==> config.mk <==
export PLATFORM = sky130hd
export DESIGN_NAME = ysyx_22051013_id_scoreboard
export DESIGN_NICKNAME = d
export VERILOG_FILES = /design/src/rtl/ysyx_22051013_id_scoreboard_pkg.sv /design/src/rtl/ysyx_22051013_sb_fwd_sel.sv /design/src/rtl/ysyx_22051013_id_scoreboard.sv
export SDC_FILE = /design/constraint.sdc
export NUM_CORES = 1
export LEC_CHECK = 0
export ABC_AREA = 1
export CAP_MARGIN = 20
export CORE_AREA = 2 2 233 235
export DETAILED_ROUTE_END_ITERATION = 6
export DIE_AREA = 0 0 235 237
export GPL_ROUTABILITY_DRIVEN = 0
export GPL_TIMING_DRIVEN = 0
export PLACE_DENSITY = 0.54
export RECOVER_POWER = 50
export SKIP_CTS_REPAIR_TIMING = 1
export SKIP_LAST_GASP = 1
export SYNTH_ARGS = -nofsm -noshare
export SYNTH_HDL_FRONTEND = slang
export SYNTH_SLANG_ARGS = --single-unit
==> constraint.sdc <==
create_clock -name clk -period 4.2 [get_ports clk]
set_input_delay 1.26 -clock clk [delete_from_list [all_inputs] [get_ports clk]]
set_output_delay 1.26 -clock clk [all_outputs]
set_load 0.005 [all_outputs]
==> src/rtl/ysyx_22051013_id_scoreboard_pkg.sv <==
// rtl/ysyx_22051013_id_scoreboard_pkg.sv - shared widths, zero constant and bypass-channel packing helpers
package ysyx_22051013_id_scoreboard_pkg;

  localparam int          NREG_DEF = 32;
  localparam int          REG_AW   = $clog2(NREG_DEF);
  localparam int          NFWD_DEF = 3;
  localparam logic [63:0] ZERO64   = 64'd0;

  // Channel 0 sits in the least-significant slice and is the youngest, highest-priority source.
  function automatic int fwd_lsb(input int ch, input int width);
    return ch * width;
  endfunction

endpackage

==> src/rtl/ysyx_22051013_sb_fwd_sel.sv <==
// rtl/ysyx_22051013_sb_fwd_sel.sv - one operand's bypass priority select with pending/lw-hit flags
module ysyx_22051013_sb_fwd_sel
  import ysyx_22051013_id_scoreboard_pkg::*;
#(
  parameter int XLEN = 64,
  parameter int AW   = REG_AW,
  parameter int NFWD = NFWD_DEF
) (
  input  logic                 ena,
  input  logic [AW-1:0]        addr,
  input  logic [XLEN-1:0]      rdata,
  input  logic [NFWD-1:0]      fwd_valid,
  input  logic [NFWD-1:0]      fwd_pending,
  input  logic [NFWD*AW-1:0]   fwd_addr,
  input  logic [NFWD*XLEN-1:0] fwd_data,
  input  logic                 lw_done,
  input  logic [AW-1:0]        lw_addr,
  input  logic [XLEN-1:0]      lw_data,
  output logic [XLEN-1:0]      data,
  output logic                 fwd_pend,
  output logic                 lw_hit
);

  always_comb begin
    data     = XLEN'(ZERO64);
    fwd_pend = 1'b0;
    lw_hit   = 1'b0;
    if (ena && addr != '0) begin
      data = rdata;
      if (lw_done && lw_addr == addr) begin
        data   = lw_data;
        lw_hit = 1'b1;
      end
      // Walk from oldest to youngest so the lowest-index match is written last and wins.
      for (int i = NFWD - 1; i >= 0; i--) begin
        if (fwd_valid[i] && fwd_addr[fwd_lsb(i, AW) +: AW] == addr) begin
          data     = fwd_data[fwd_lsb(i, XLEN) +: XLEN];
          fwd_pend = fwd_pending[i];
        end
      end
    end
  end

endmodule

==> src/rtl/ysyx_22051013_id_scoreboard.sv <==
// rtl/ysyx_22051013_id_scoreboard.sv - ID operand resolution, busy scoreboard and issue gating; optional watchdog via YSYX_22051013_SB_WATCHDOG_EN
module ysyx_22051013_id_scoreboard
  import ysyx_22051013_id_scoreboard_pkg::*;
#(
  parameter int XLEN      = 64,
  parameter int NREG      = NREG_DEF,
  parameter int NFWD      = NFWD_DEF,
  parameter int STALL_MAX = 255
) (
  input  logic                         clk,
  input  logic                         rst,
  input  logic                         id_valid,
  input  logic                         ex_ready,
  input  logic                         flush,
  output logic                         id_fire,
  output logic                         id_stall,
  input  logic                         rs1_ena,
  input  logic                         rs2_ena,
  input  logic [$clog2(NREG)-1:0]      rs1_addr,
  input  logic [$clog2(NREG)-1:0]      rs2_addr,
  input  logic [XLEN-1:0]              rs1_rdata,
  input  logic [XLEN-1:0]              rs2_rdata,
  input  logic                         rd_ena,
  input  logic [$clog2(NREG)-1:0]      rd_addr,
  input  logic                         long_op,
  input  logic [NFWD-1:0]              fwd_valid,
  input  logic [NFWD-1:0]              fwd_pending,
  input  logic [NFWD*$clog2(NREG)-1:0] fwd_addr,
  input  logic [NFWD*XLEN-1:0]         fwd_data,
  input  logic                         lw_done,
  input  logic [$clog2(NREG)-1:0]      lw_addr,
  input  logic [XLEN-1:0]              lw_data,
  output logic [XLEN-1:0]              op1,
  output logic [XLEN-1:0]              op2,
  output logic [NREG-1:0]              busy_o,
  output logic                         sb_timeout
);

  localparam int AW = $clog2(NREG);

  logic [NREG-1:0] busy, busy_nxt;
  logic            pend1, pend2, lw_hit1, lw_hit2;
  logic            act1, act2, raw1, raw2, waw, sb_set;

  ysyx_22051013_sb_fwd_sel #(.XLEN(XLEN), .AW(AW), .NFWD(NFWD)) u_sel_rs1 (
    .ena(rs1_ena), .addr(rs1_addr), .rdata(rs1_rdata),
    .fwd_valid(fwd_valid), .fwd_pending(fwd_pending), .fwd_addr(fwd_addr), .fwd_data(fwd_data),
    .lw_done(lw_done), .lw_addr(lw_addr), .lw_data(lw_data),
    .data(op1), .fwd_pend(pend1), .lw_hit(lw_hit1)
  );

  ysyx_22051013_sb_fwd_sel #(.XLEN(XLEN), .AW(AW), .NFWD(NFWD)) u_sel_rs2 (
    .ena(rs2_ena), .addr(rs2_addr), .rdata(rs2_rdata),
    .fwd_valid(fwd_valid), .fwd_pending(fwd_pending), .fwd_addr(fwd_addr), .fwd_data(fwd_data),
    .lw_done(lw_done), .lw_addr(lw_addr), .lw_data(lw_data),
    .data(op2), .fwd_pend(pend2), .lw_hit(lw_hit2)
  );

  assign act1 = rs1_ena && rs1_addr != '0;
  assign act2 = rs2_ena && rs2_addr != '0;
  assign raw1 = act1 && (pend1 || (busy[rs1_addr] && !lw_hit1));
  assign raw2 = act2 && (pend2 || (busy[rs2_addr] && !lw_hit2));
  // A short writer must also wait, otherwise a bypass channel could later target a busy register.
  assign waw  = rd_ena && rd_addr != '0 && busy[rd_addr] && !(lw_done && lw_addr == rd_addr);

  assign id_stall = id_valid && (raw1 || raw2 || waw) && !flush;
  assign id_fire  = id_valid && !id_stall && ex_ready && !flush;
  assign sb_set   = id_fire && long_op && rd_ena && rd_addr != '0;

  // Set is applied after clear: the issuing instruction is younger than the completing writer.
  always_comb begin
    busy_nxt = busy;
    if (lw_done) busy_nxt[lw_addr] = 1'b0;
    if (sb_set)  busy_nxt[rd_addr] = 1'b1;
    busy_nxt[0] = 1'b0;
  end

  always_ff @(posedge clk or negedge rst) begin
    if (!rst) busy <= '0;
    else      busy <= busy_nxt;
  end

  assign busy_o = busy;

`ifdef YSYX_22051013_SB_WATCHDOG_EN
  localparam int CW = $clog2(STALL_MAX + 1);

  logic [CW-1:0] wd_cnt, wd_cnt_nxt;
  logic          wd_to;

  always_comb begin
    wd_cnt_nxt = '0;
    if (id_stall) wd_cnt_nxt = (wd_cnt == CW'(STALL_MAX)) ? wd_cnt : wd_cnt + 1'b1;
  end

  always_ff @(posedge clk or negedge rst) begin
    if (!rst) begin
      wd_cnt <= '0;
      wd_to  <= 1'b0;
    end else begin
      wd_cnt <= wd_cnt_nxt;
      if (wd_cnt_nxt == CW'(STALL_MAX)) wd_to <= 1'b1;
    end
  end

  assign sb_timeout = wd_to;
`else
  logic stall_max_unused;
  assign stall_max_unused = (STALL_MAX != 0);
  assign sb_timeout       = 1'b0;
`endif

endmodule

# --- Yosys cells after proc, flatten, opt, wreduce, memory -nomap -nowiden ---
# Cells that the tools add are included.
word_totals:
  ram_bits: 0
  n_memories: 0
  mem_bits_ro: 0
  register_bits: 31
  out_inout_bits: 163
  wordCells: 93
  latchBits: 0
classes:
  order_cmp: 6
  add_sub_neg: 0
  div: 0
  n_reduce_logical: 40
  n_eq_ne: 9
  multipliers: 0
  bitwise_logic: 3
  muxes: 34
  n_shift: 0
op_table:
  columns: ["op", "count"]
  rows:
  - ["$mux W64", 10]
  - ["$mux W32", 2]
  - ["$eq A5 B5 Y1", 9]
  - ["$and A32 B32 Y32", 1]
  - ["$not A32 Y32", 1]
  - ["$or A32 B32 Y32", 1]
  - ["$logic_and A1 B1 Y1", 28]
  - ["$lt A5 B6 Y1 const B", 4]
  - ["$mux W1", 17]
  - ["$bmux W1 S5", 3]
  - ["$reduce_bool A5 Y1", 3]
  - ["$demux W1 S5", 2]
  - ["$ge A5 B1 Y1 const B", 2]
  - ["$logic_not A1 Y1", 5]
  - ["$logic_or A1 B1 Y1", 4]

# --- Longest topological paths before layout ---
logic_depth:
  depth_word: 20
  ltp_mapped: 17
  ltp_nobuf: 15

# --- By module ---
# A second synthesis with hierarchy kept.
hier_totals:
  cells_unflattened: 2208
  hier_area_um2: 10931.7
by_module_without_submodules:
  columns: ["module", "instances", "cells_per_inst", "seq_area_each_um2", "area_per_inst_um2"]
  rows:
  - ["ysyx_22051013_sb_fwd_sel", 2, 876, 0.0, 4055.1]
  - ["ysyx_22051013_id_scoreboard", 1, 456, 775.7, 2821.5]

# --- Worst setup path after synthesis ---
# Ideal clock, no wire load.
synth_timing:
  path_kind: "input port to output port"
  from: "in rs2_addr[2]"
  to: "out op2[0]"
  path_slack_ns: 0.330
  t_arrival_ns: 2.610
  cell_stages: 10
  t_required_ns: 2.940
  n_path_buf: 3
  path_cell_list: "buf_4 > inv_1 > nand2_1 > nand2_1 > nor2_1 > nand3_2 > clkbuf_1 > clkbuf_1 > o211ai_1 > a21oi_1"
synth_between:
  elab_chain_len: 7
  word_cells_on_any_way: 15
synth_rtl:
  columns: ["element", "line", "text"]
  rows:
  - ["from (decl)", "ysyx_22051013_id_scoreboard.sv:20", "input logic [$clog2(NREG)-1:0] rs2_addr,"]
  - ["$eq A5 B5 Y1", "ysyx_22051013_sb_fwd_sel.sv:30", "if (lw_done && lw_addr == addr) begin"]
  - ["$logic_and A1 B1 Y1", "ysyx_22051013_sb_fwd_sel.sv:30", null]
  - ["$mux W64", "ysyx_22051013_sb_fwd_sel.sv:30", null]
  - ["$mux W64 (3 in a row)", "ysyx_22051013_sb_fwd_sel.sv:36", "if (fwd_valid[i] && fwd_addr[fwd_lsb(i, AW) +: AW] == addr) begin"]
  - ["$mux W64 *", "ysyx_22051013_sb_fwd_sel.sv:28", "if (ena && addr != '0) begin"]
  - ["to (decl)", "ysyx_22051013_id_scoreboard.sv:34", "output logic [XLEN-1:0] op2,"]
# Mark *: on every way between the ends. The rest lies on a longest branch, timed or not.

# --- Worst setup path after layout ---
layout_timing:
  from: "in rs1_addr[0]"
  to: "out op1[23]"
layout_between:
  elab_chain_len: 7
  word_cells_on_any_way: 15
layout_rtl:
  columns: ["element", "line", "text"]
  rows:
  - ["from (decl)", "ysyx_22051013_id_scoreboard.sv:19", "input logic [$clog2(NREG)-1:0] rs1_addr,"]
  - ["$eq A5 B5 Y1", "ysyx_22051013_sb_fwd_sel.sv:30", null]
  - ["$logic_and A1 B1 Y1", "ysyx_22051013_sb_fwd_sel.sv:30", null]
  - ["$mux W64", "ysyx_22051013_sb_fwd_sel.sv:30", null]
  - ["$mux W64 (3 in a row)", "ysyx_22051013_sb_fwd_sel.sv:36", null]
  - ["$mux W64 *", "ysyx_22051013_sb_fwd_sel.sv:28", null]
  - ["to (decl)", "ysyx_22051013_id_scoreboard.sv:33", "output logic [XLEN-1:0] op1,"]
# Marks and branches as above.

==> run summary <==
Worst Hold End - busy_o[18]
setup violators final - 59
Slew headroom - 32.2%
DR vias/cell - 5.52
First DRT Iteration DRCs - 2,036
DP HPWL - 67,500 um
r2r startpoint - busy_o[11]
FFs w/ async S/R, synth - 100%
Die Y-Extent - 237 um
status - finished with violations
final hold violations - 0
CTS buffer count - 5
layout cells sized above 1 - 23.8%
row cnt - 85
# clock sinks - 31
Sw Pwr - 0.000993 W
Gate power share - 70.9%
Worst Tran Pin Value - 1.02 ns
pwr dens - 130 nW/um^2
DR vias - 16.7k
#FFs+latches synth - 31
Clock Tree Buf Depth - 2
Clk pin slew, worst setup/hold paths - 0.05 ns
fin worst setup slack - -0.177 ns
slowest stage delay, CP - 0.27 ns
EDFF count, synth - 0
Top Ports - 598
Startpoint Class - input port
Port Buf Inserts - 587
Final ANT Viol Nets - 0
failing checks - DRC, setup timing
synth warn - 0
total track usage - 28.4%
Hold Crit Depth - 2
clk_lat worst skew - 0.27 ns
CTS tree - done
min Tclk post-route - 4.38 ns
Initial Util - 16.0%
largest net degree at the start of global routing - 19
vias in the first global route - 15.6k
crit-path max FO - 10
placed insts - 2,904
fin. max-slew vios - 0
Lkg Pwr - 8.26 nW
Internal Power - 0.00139 W
HP Class - flop to flop
hold path startpoint - busy_o[18]
global-route wire length before repair - 116,000 um
RSZ-0062 raised after global routing - yes
Die Span X - 235 um
CP Class - input port to output pin
CP Capture Type - output pin
Clock power frac - 15.7%
period utilisation layout - 104%
syn_area_per_cell - 5.26 sq um
Nets - 2,738
DRC - 13
CP arrival - 3.12 ns
final cell count without fillers - 3,018
sequential share of the synthesized area - 9.11%
synth-to-layout area growth - 115%
FILL cells - 5,724
Mapped Cells - 1,619
Placeable Area - 53,300 sq um
Mapped Area - 8520 sq um
Critical-path top delay cell - a31oi_2
Sw Share - 41.6%
Root Buffer - clkbuf_16
worst reg2reg path endpoint - busy_o[3]
VDD IR max - 0.000172 V
Max Cap Viol - 0
synth unique cells - 35
DP Worst Slack - -2.17 ns
register area - 776 sq um
CP required - 2.94 ns
H-Tree Depth - 2
Pwr Total - 0.00238 W
final wirelength - 87,600 um
Post-synth top flop - dfrtp_1
post-DR wirelength/cell - 29.0 um
initial antenna violation count - 31
reg2reg path depth - 15
Achievable Freq - 228 MHz
Critical Path, Cell by Cell - buf_12, inv_8, buf_8, o22ai_2, nor2_2, nand3_4, inv_8, buf_8, buf_12, buf_6, nand2_1, nand3_1, o211ai_1, a31oi_2, buf_2
skew final - 0.00432 ns
GRT overflow - 0
area of the die - 55,700 sq um
Finished Core Util - 34.3%
DR pass1 iterations - 7
Seq pwr share - 13.4%
area occupied by multi-input gates - 7640 sq um
r2r setup slk - 2.14 ns
Largest register FFs - 31
==> cell usage after synthesis (7+ instances only) <==
| library cell | n | area (sq um) |
|---|---|---|
| inv_1 | 76 | 285 |
| clkbuf_1 | 79 | 297 |
| o21ai_0 | 176 | 881 |
| buf_4 | 10 | 75.1 |
| inv_2 | 11 | 41.3 |
| a21oi_1 | 138 | 691 |
| a31oi_1 | 64 | 400 |
| nor2_1 | 63 | 236 |
| nand4_1 | 37 | 231 |
| buf_2 | 60 | 300 |
| nor3_1 | 9 | 45.0 |
| dfrtp_1 | 31 | 776 |
| nand2_1 | 413 | 1550 |
| buf_1 | 7 | 26.3 |
| o211ai_1 | 130 | 976 |
| o22ai_1 | 22 | 138 |
| nand3_1 | 260 | 1300 |
==> layer usage <==
layer / vias to the layer above / share of wire [%] / GRT usage, %
li1: 7179 / - / -
met1: 7832 / 40 / 36.6
met2: 1371 / 44 / 44.8
met3: 262 / 11 / 7.68
met4: 18 / 4.5 / 11.0
met5: - / 0.13 / 0
==> kinds of logic (layout without fill, tap and decap cells) <==
logic type             count (synthesis)  count (layout)  synth area share, %
AND/OR/NAND/NOR                      789             789                 40.2
buffers and inverters                248             932                 12.6
other                                  1              20               0.0440
flip-flops                            31              31                 9.11
XOR/XNOR                               8               8                0.823
AO/OA/AOI/OAI                        541             541                 37.1
multiplexers                           1               1                0.118
==> power by group through the flow <==
stage               clock network (W)  logic (W)  registers (W)
finish                       0.000374    0.00169       0.000321
CTS                          0.000376    0.00148       0.000320
global route                 0.000390    0.00177       0.000321
detailed placement                  0    0.00147       0.000325
floorplan                           0   0.000507       0.000320
global placement                    0    0.00147       0.000325
==> stage by stage <==
step                      area (sq um)  setup TNS (ns)  hold slack, ns
after floorplan                   8520               0           0.518
after global placement           15300         -222.01           0.547
after detailed placement         15300         -220.77           0.537
after CTS                        15400         -222.16           0.560
after global routing             18300          -11.50           0.600
final                            18300           -3.95           0.562
==> worst max path at each step <==
| stage | to | slack (ns) | depth (start not counted) | from |
|---|---|---|---|---|
| after CTS | op2[12] | -2.20 | 10 | rs2_addr[3] |
| after detailed placement | op2[12] | -2.17 | 11 | rs2_addr[3] |
| final | op1[23] | -0.18 | 15 | rs1_addr[0] |
| after floorplan | op2[0] | 0.33 | 10 | rs2_addr[2] |
| after global placement | op2[12] | -2.25 | 10 | rs2_addr[3] |
| after global routing | op1[23] | -0.22 | 15 | rs1_addr[0] |
==> cell usage in the layout (no fill, tap or decap), drive strengths merged, types with 2 or more instances in the layout <==
cell type,count
dlygate4sd3,25
dfrtp,31
clkbuf,102
clkdlybuf4s50,401
inv,80
o22ai,22
dlymetal6s2s,55
nor3,9
conb,2
xor2,4
nor3b,2
or2,2
o21ai,180
nand3,261
a21boi,2
clkinv,5
xnor2,4
a221oi,2
diode,18
nand2,413
a21oi,139
o211ai,130
a31oi,64
buf,261
nand4,37
nor2,65
clkinvlp,3
==> worst max-delay path: cells and delay by family <==
kind	cells	cell delay [ns]
compound gates	3	0.45
buf+inv	8	1.00
simple gates	4	0.39
==> cell type report <==
class	count	area share (%)
well taps	696	4.76
repair buffers	676	36.0
multi-input cells	1341	41.8
plain buffers	160	9.68
inverters	88	2.42
clock buffers	8	0.855
diodes	18	0.246
flip-flops and latches	31	4.24
(Power assumes the default switching activity.)
